<file path="config.mk">
export PLATFORM = sky130hd
export DESIGN_NAME = fetch_stage
export DESIGN_NICKNAME = d
export VERILOG_FILES = /design/src/rtl/riscv_pkg.sv /design/src/rtl/if_id_reg.sv /design/src/rtl/fetch_stage.sv
export SDC_FILE = /design/constraint.sdc
export NUM_CORES = 1
export LEC_CHECK = 0
export CAP_MARGIN = 30
export CORE_MARGIN = 5
export CORE_UTILIZATION = 41
export CTS_CLUSTER_DIAMETER = 100
export CTS_CLUSTER_SIZE = 20
export DETAILED_ROUTE_END_ITERATION = 7
export PLACE_DENSITY = 0.86
export SLEW_MARGIN = 40
export SYNTH_ARGS = -nofsm -noshare
export SYNTH_HDL_FRONTEND = slang
export SYNTH_SLANG_ARGS = --single-unit
</file>
<file path="constraint.sdc">
create_clock -name clk -period 2.75 [get_ports clk]
set_input_delay 0.55 -clock clk [delete_from_list [all_inputs] [get_ports clk]]
set_output_delay 0.55 -clock clk [all_outputs]
set_load 0.02 [all_outputs]
</file>
<file path="src/rtl/riscv_pkg.sv">
// riscv_pkg: shared RV32 constants and the IF/ID pipeline record
package riscv_pkg;
    localparam int XLEN = 32;
    localparam logic [XLEN-1:0] NOP_INSTR = 32'h0000_0013;
    localparam logic [XLEN-1:0] RESET_PC_DEFAULT = 32'h0000_0000;
    typedef struct packed {
        logic [XLEN-1:0] instr;
        logic [XLEN-1:0] pc;
        logic [XLEN-1:0] pc_plus4;
        logic            valid;
    } ifid_t;
    localparam ifid_t IFID_BUBBLE = '{instr: NOP_INSTR, pc: '0, pc_plus4: '0, valid: 1'b0};
endpackage

</file>
<file path="src/rtl/if_id_reg.sv">
// if_id_reg: IF/ID pipeline register with bubble insertion and hold
// Ports: clk, reset (sync, active-high), flush (load bubble), en (load d), d/q (ifid_t record).
module if_id_reg
    import riscv_pkg::*;
(
    input  logic  clk,
    input  logic  reset,
    input  logic  flush,
    input  logic  en,
    input  ifid_t d,
    output ifid_t q
);
    // reset and flush both load the bubble; flush beats a stall
    always_ff @(posedge clk)
        q <= (reset || flush) ? IFID_BUBBLE : en ? d : q;
endmodule

</file>
<file path="src/rtl/fetch_stage.sv">
// fetch_stage: PC register, next-PC select and IF/ID register of a 5-stage RV32 pipeline
// Ports: clk, reset (sync, active-high); StallF/StallD/FlushD hazard controls;
// PCSrcE/PCTargetE redirect from EX; InstrF from instruction memory at PCF;
// PCF fetch address; InstrD/PCD/PCPlus4D/ValidD decode-stage outputs;
// FetchCount/BubbleCount performance counters, live only with FETCH_PERF_COUNT_EN defined.
module fetch_stage
    import riscv_pkg::*;
#(
    parameter logic [XLEN-1:0] RESET_PC = RESET_PC_DEFAULT
) (
    input  logic            clk,
    input  logic            reset,
    input  logic            StallF,
    input  logic            StallD,
    input  logic            FlushD,
    input  logic            PCSrcE,
    input  logic [XLEN-1:0] PCTargetE,
    input  logic [XLEN-1:0] InstrF,
    output logic [XLEN-1:0] PCF,
    output logic [XLEN-1:0] InstrD,
    output logic [XLEN-1:0] PCD,
    output logic [XLEN-1:0] PCPlus4D,
    output logic            ValidD,
    output logic [XLEN-1:0] FetchCount,
    output logic [XLEN-1:0] BubbleCount
);
    logic [XLEN-1:0] pcf_plus4, pc_next;
    ifid_t ifid_d, ifid_q;
    logic unused_tgt_lsbs;

    // target low bits are dropped so PCF stays word aligned
    assign unused_tgt_lsbs = ^PCTargetE[1:0];
    assign pcf_plus4 = PCF + 32'd4;
    assign pc_next = PCSrcE ? {PCTargetE[XLEN-1:2], 2'b00} : StallF ? PCF : pcf_plus4;

    always_ff @(posedge clk)
        PCF <= reset ? {RESET_PC[XLEN-1:2], 2'b00} : pc_next;

    assign ifid_d = '{instr: InstrF, pc: PCF, pc_plus4: pcf_plus4, valid: 1'b1};

    if_id_reg u_if_id (
        .clk  (clk),
        .reset(reset),
        .flush(FlushD),
        .en   (!StallD),
        .d    (ifid_d),
        .q    (ifid_q)
    );

    assign InstrD   = ifid_q.instr;
    assign PCD      = ifid_q.pc;
    assign PCPlus4D = ifid_q.pc_plus4;
    assign ValidD   = ifid_q.valid;

`ifdef FETCH_PERF_COUNT_EN
    logic [XLEN-1:0] fetch_cnt, bubble_cnt;
    logic load, bubble;
    assign bubble = FlushD || StallD;
    assign load = !bubble;
    always_ff @(posedge clk) begin
        if (reset) begin
            fetch_cnt  <= '0;
            bubble_cnt <= '0;
        end else begin
            if (load && !(&fetch_cnt))
                fetch_cnt <= fetch_cnt + 32'd1;
            if (bubble && !(&bubble_cnt))
                bubble_cnt <= bubble_cnt + 32'd1;
        end
    end
    assign FetchCount  = fetch_cnt;
    assign BubbleCount = bubble_cnt;
`else
    assign FetchCount  = '0;
    assign BubbleCount = '0;
`endif
endmodule

</file>
==> impl_metrics.yaml <==
outcome:
  outcome: "complete, no violations"
detailed_routing:
  detail-route-antenna-nets: 0
  dr.first_iter.drc_count: 326
  vias_per_cell: 4.77
  num_vias: 4948
  post_drt_wl_per_cell_um: 16.4
  first_pass_iters: 5
  routed_wl_um: 17000
  drc: 0
timing:
  max_freq_ghz: 0.431
  hold_violations: 0
  fin_crit_sh_pct: 84.3
  rsz0062_at_grt: "false"
  setup_viol: 0
  slew_violations: 0
  worstMarginPinSlew_ns: 0.744
  slew_headroom_pct: 50.3
  finalSetupTns_ns: 0
  finalCriticalPeriod_ns: 2.32
  final.setup_skew_ns: 0.00662
  finalWorstSetupSlack_ns: 0.432
setup_path:
  criticalPathCategory: "flip-flop to flip-flop"
  worstSetupEndpointType: "flip-flop"
  arrival_ns: 2.62
  cp_slowest_cell: "or4_1"
  crit_required_ns: 3.06
  worstSetupStartpointType: "flip-flop"
  cpLargestDelayFamily: "simple AND/OR/NAND/NOR gates"
  critPathBufInv: 1
  path_cells: "nand4_2, or4_1, buf_4, nor3_2, xnor2_1, a211oi_1"
  slowest_delay_ns: 0.72
  critPathMaxFanout: 12
clock_network:
  clk_latency_ns: 0.41
  htree_levels: 4
  numCtsBuffers: 17
  clockBufferDepth: 2
  cts.clk_slew.worst_paths_ns: 0.06
  post_cts_buffers: 0
  clock-root-buffer: "clkbuf_16"
  cts_hold_buffers: 0
  cts_sinks: 123
  cts_tree: "yes"
  cts-resized-gates: 0
pwr:
  ir_drop_mv: 0.367
  p_leak_nw: 3.23
  p_clk_share_pct: 44.6
  switchingPower_mw: 1.27
  power_density_mw_per_mm2: 574
  p_int_mw: 3.53
  seq_power_share_pct: 39.9
  p_sw_share_pct: 26.4
  p_comb_share_pct: 15.5
placed_design:
  gp_congestion: 0.826
  dp_slack_ns: 0.451
  port_buffers: 190
  dpl.hpwl_um: 12700
floorplanning:
  rows: 44
  die_h_um: 130
  io_pins: 263
  coreArea_mm2: 0.0144
  initial_core_util_pct: 41.3
  die_area_mm2: 0.0170
  die_x_um: 130
global_route:
  grt_pass1_vias: 4660
  gr-usage-all-layers_pct: 19.4
  overflow: 0
  grt_max_degree: 81
  grt_antenna_before_repair: 0
  grt_pass1_wl_um: 25500
synthesis:
  yosys.area.top_type: "dfxtp_1"
  synth_edf_count: 0
  synth_common_cells: "dfxtp_1 (123), nor2_1 (108), buf_4 (74)"
  yosysSeqAreaShare_pct: 41.4
  ys_warn_count: 0
  syn_inst: 660
  yosys-top-cells-area: "dfxtp_1 (41%), mux2i_1 (12%), buf_4 (9.4%)"
  ys_ff_latch: 123
  synth.most_common_cell: "dfxtp_1"
  async_flop_share_pct: 0
  synth_area_mm2: 0.00594
  synth_cell_types: 38
  syn_area_per_cell_um2: 9.00
  yosys_most_used_dff: "dfxtp_1"
  synth_top_cell_area_share_pct: 41.4
finish:
  area_growth_syn_to_layout_pct: 40.6
  n_fill_cell: 1244
  nets: 913
  num_antenna_cells: 0
  drive_gt1_share_pct: 9.38
flow_run:
  cap_viol_max_count: 0
worst_hold_path:
  worstHoldPathType: "flip-flop to flip-flop"
[metal layers]
layer	global-route usage [%]	routed length, µm	vias up
met5	0	0	-
met4	5.51	184	0
met3	7.15	1770	14
met2	30.4	7810	215
met1	25.3	7240	2273
li1	-	-	2446
[state kept, by name (all words and copies together), names as in the netlist]
| register | count |
|---|---|
| u_if_id.q | 93 |
| PCF | 30 |
[cells in the final DEF (no fill, tap or decap), types with 3 or more instances in the layout]
| cell type | instances |
|---|---|
| clkinvlp_4 | 3 |
| o21ai_0 | 19 |
| clkinv_4 | 3 |
| nor4_1 | 14 |
| nand3_1 | 12 |
| conb_1 | 70 |
| and4_1 | 4 |
| clkinv_2 | 3 |
| o21bai_1 | 5 |
| a21oi_1 | 36 |
| nand2_1 | 18 |
| dfxtp_1 | 123 |
| xor2_1 | 11 |
| buf_4 | 28 |
| nor2_1 | 108 |
| clkbuf_16 | 17 |
| nor3_2 | 10 |
| nor3_1 | 10 |
| mux2i_1 | 70 |
| xnor2_1 | 45 |
| inv_1 | 6 |
| clkdlybuf4s50_1 | 189 |
| nand4_1 | 7 |
| a211oi_1 | 15 |
[final cells by class]
class                           count  area [µm²]  area share, %
Clock buffer                       19         443           5.30
Multi-Input combinational cell    474        2940           35.2
Timing Repair Buffer              218        2120           25.4
Tap cell                          184         230           2.76
Clock inverter                     11         124           1.48
Inverter                            8        30.0          0.359
Sequential cell                   123        2460           29.5
[power by group through the flow]
stage	clock (mW)	sequential (mW)	combinational [mW]
global route	2.28	1.92	0.796
global placement	0	1.95	0.733
detailed placement	0	1.95	0.739
CTS	2.18	1.91	0.744
floorplan	0	2.02	0.420
finish	2.14	1.92	0.742
[tightest hold or removal path, delay by kind of cell, from the launching register on]
kind | cells | cell delay [ns]
AOI/OAI and AO/OA | 1 | 0.05
buffers and inverters | 1 | 0.05
DFF | 1 | 0.31
[path summary, 6_finish.rpt]
check	startpoint	end	slack [ns]	depth (start not counted)
setup / recovery	PCF[9]	PCF[24]	0.43	6
hold / removal	u_if_id.q[0]	u_if_id.q[0]	0.46	2
setup reg to reg	PCF[9]	PCF[24]	0.43	6
hold reg to reg	u_if_id.q[0]	u_if_id.q[0]	0.46	2
[logic make-up after synthesis]
kind of cell               count (synthesis)  synth area share [%]
buffers and inverters                    132                  13.4
muxes                                     70                  11.8
xor gates and xnor gates                  56                  8.26
and+or+nand+nor                          197                  16.8
other                                      1                0.0631
DFF                                      123                  41.4
adders and majority gates                  1                 0.211
AOI/OAI and AO/OA                         80                  8.05
[per-stage QoR]
step           util, %  instances  power (mW)  hold WS (ns)  cell area, µm²
5_1_grt           58.1       1037        5.00         0.480            8350
3_3_place_gp      54.2       1007        2.68         0.438            7790
4_1_cts           58.1       1037        4.84         0.452            8350
6_report          58.1       1037        4.80         0.456            8350
3_5_place_dp      54.2       1007        2.69         0.443            7790
2_1_floorplan        -        729        2.44         0.526            6200
No activity file was read; power rests on OpenSTA's default activity.
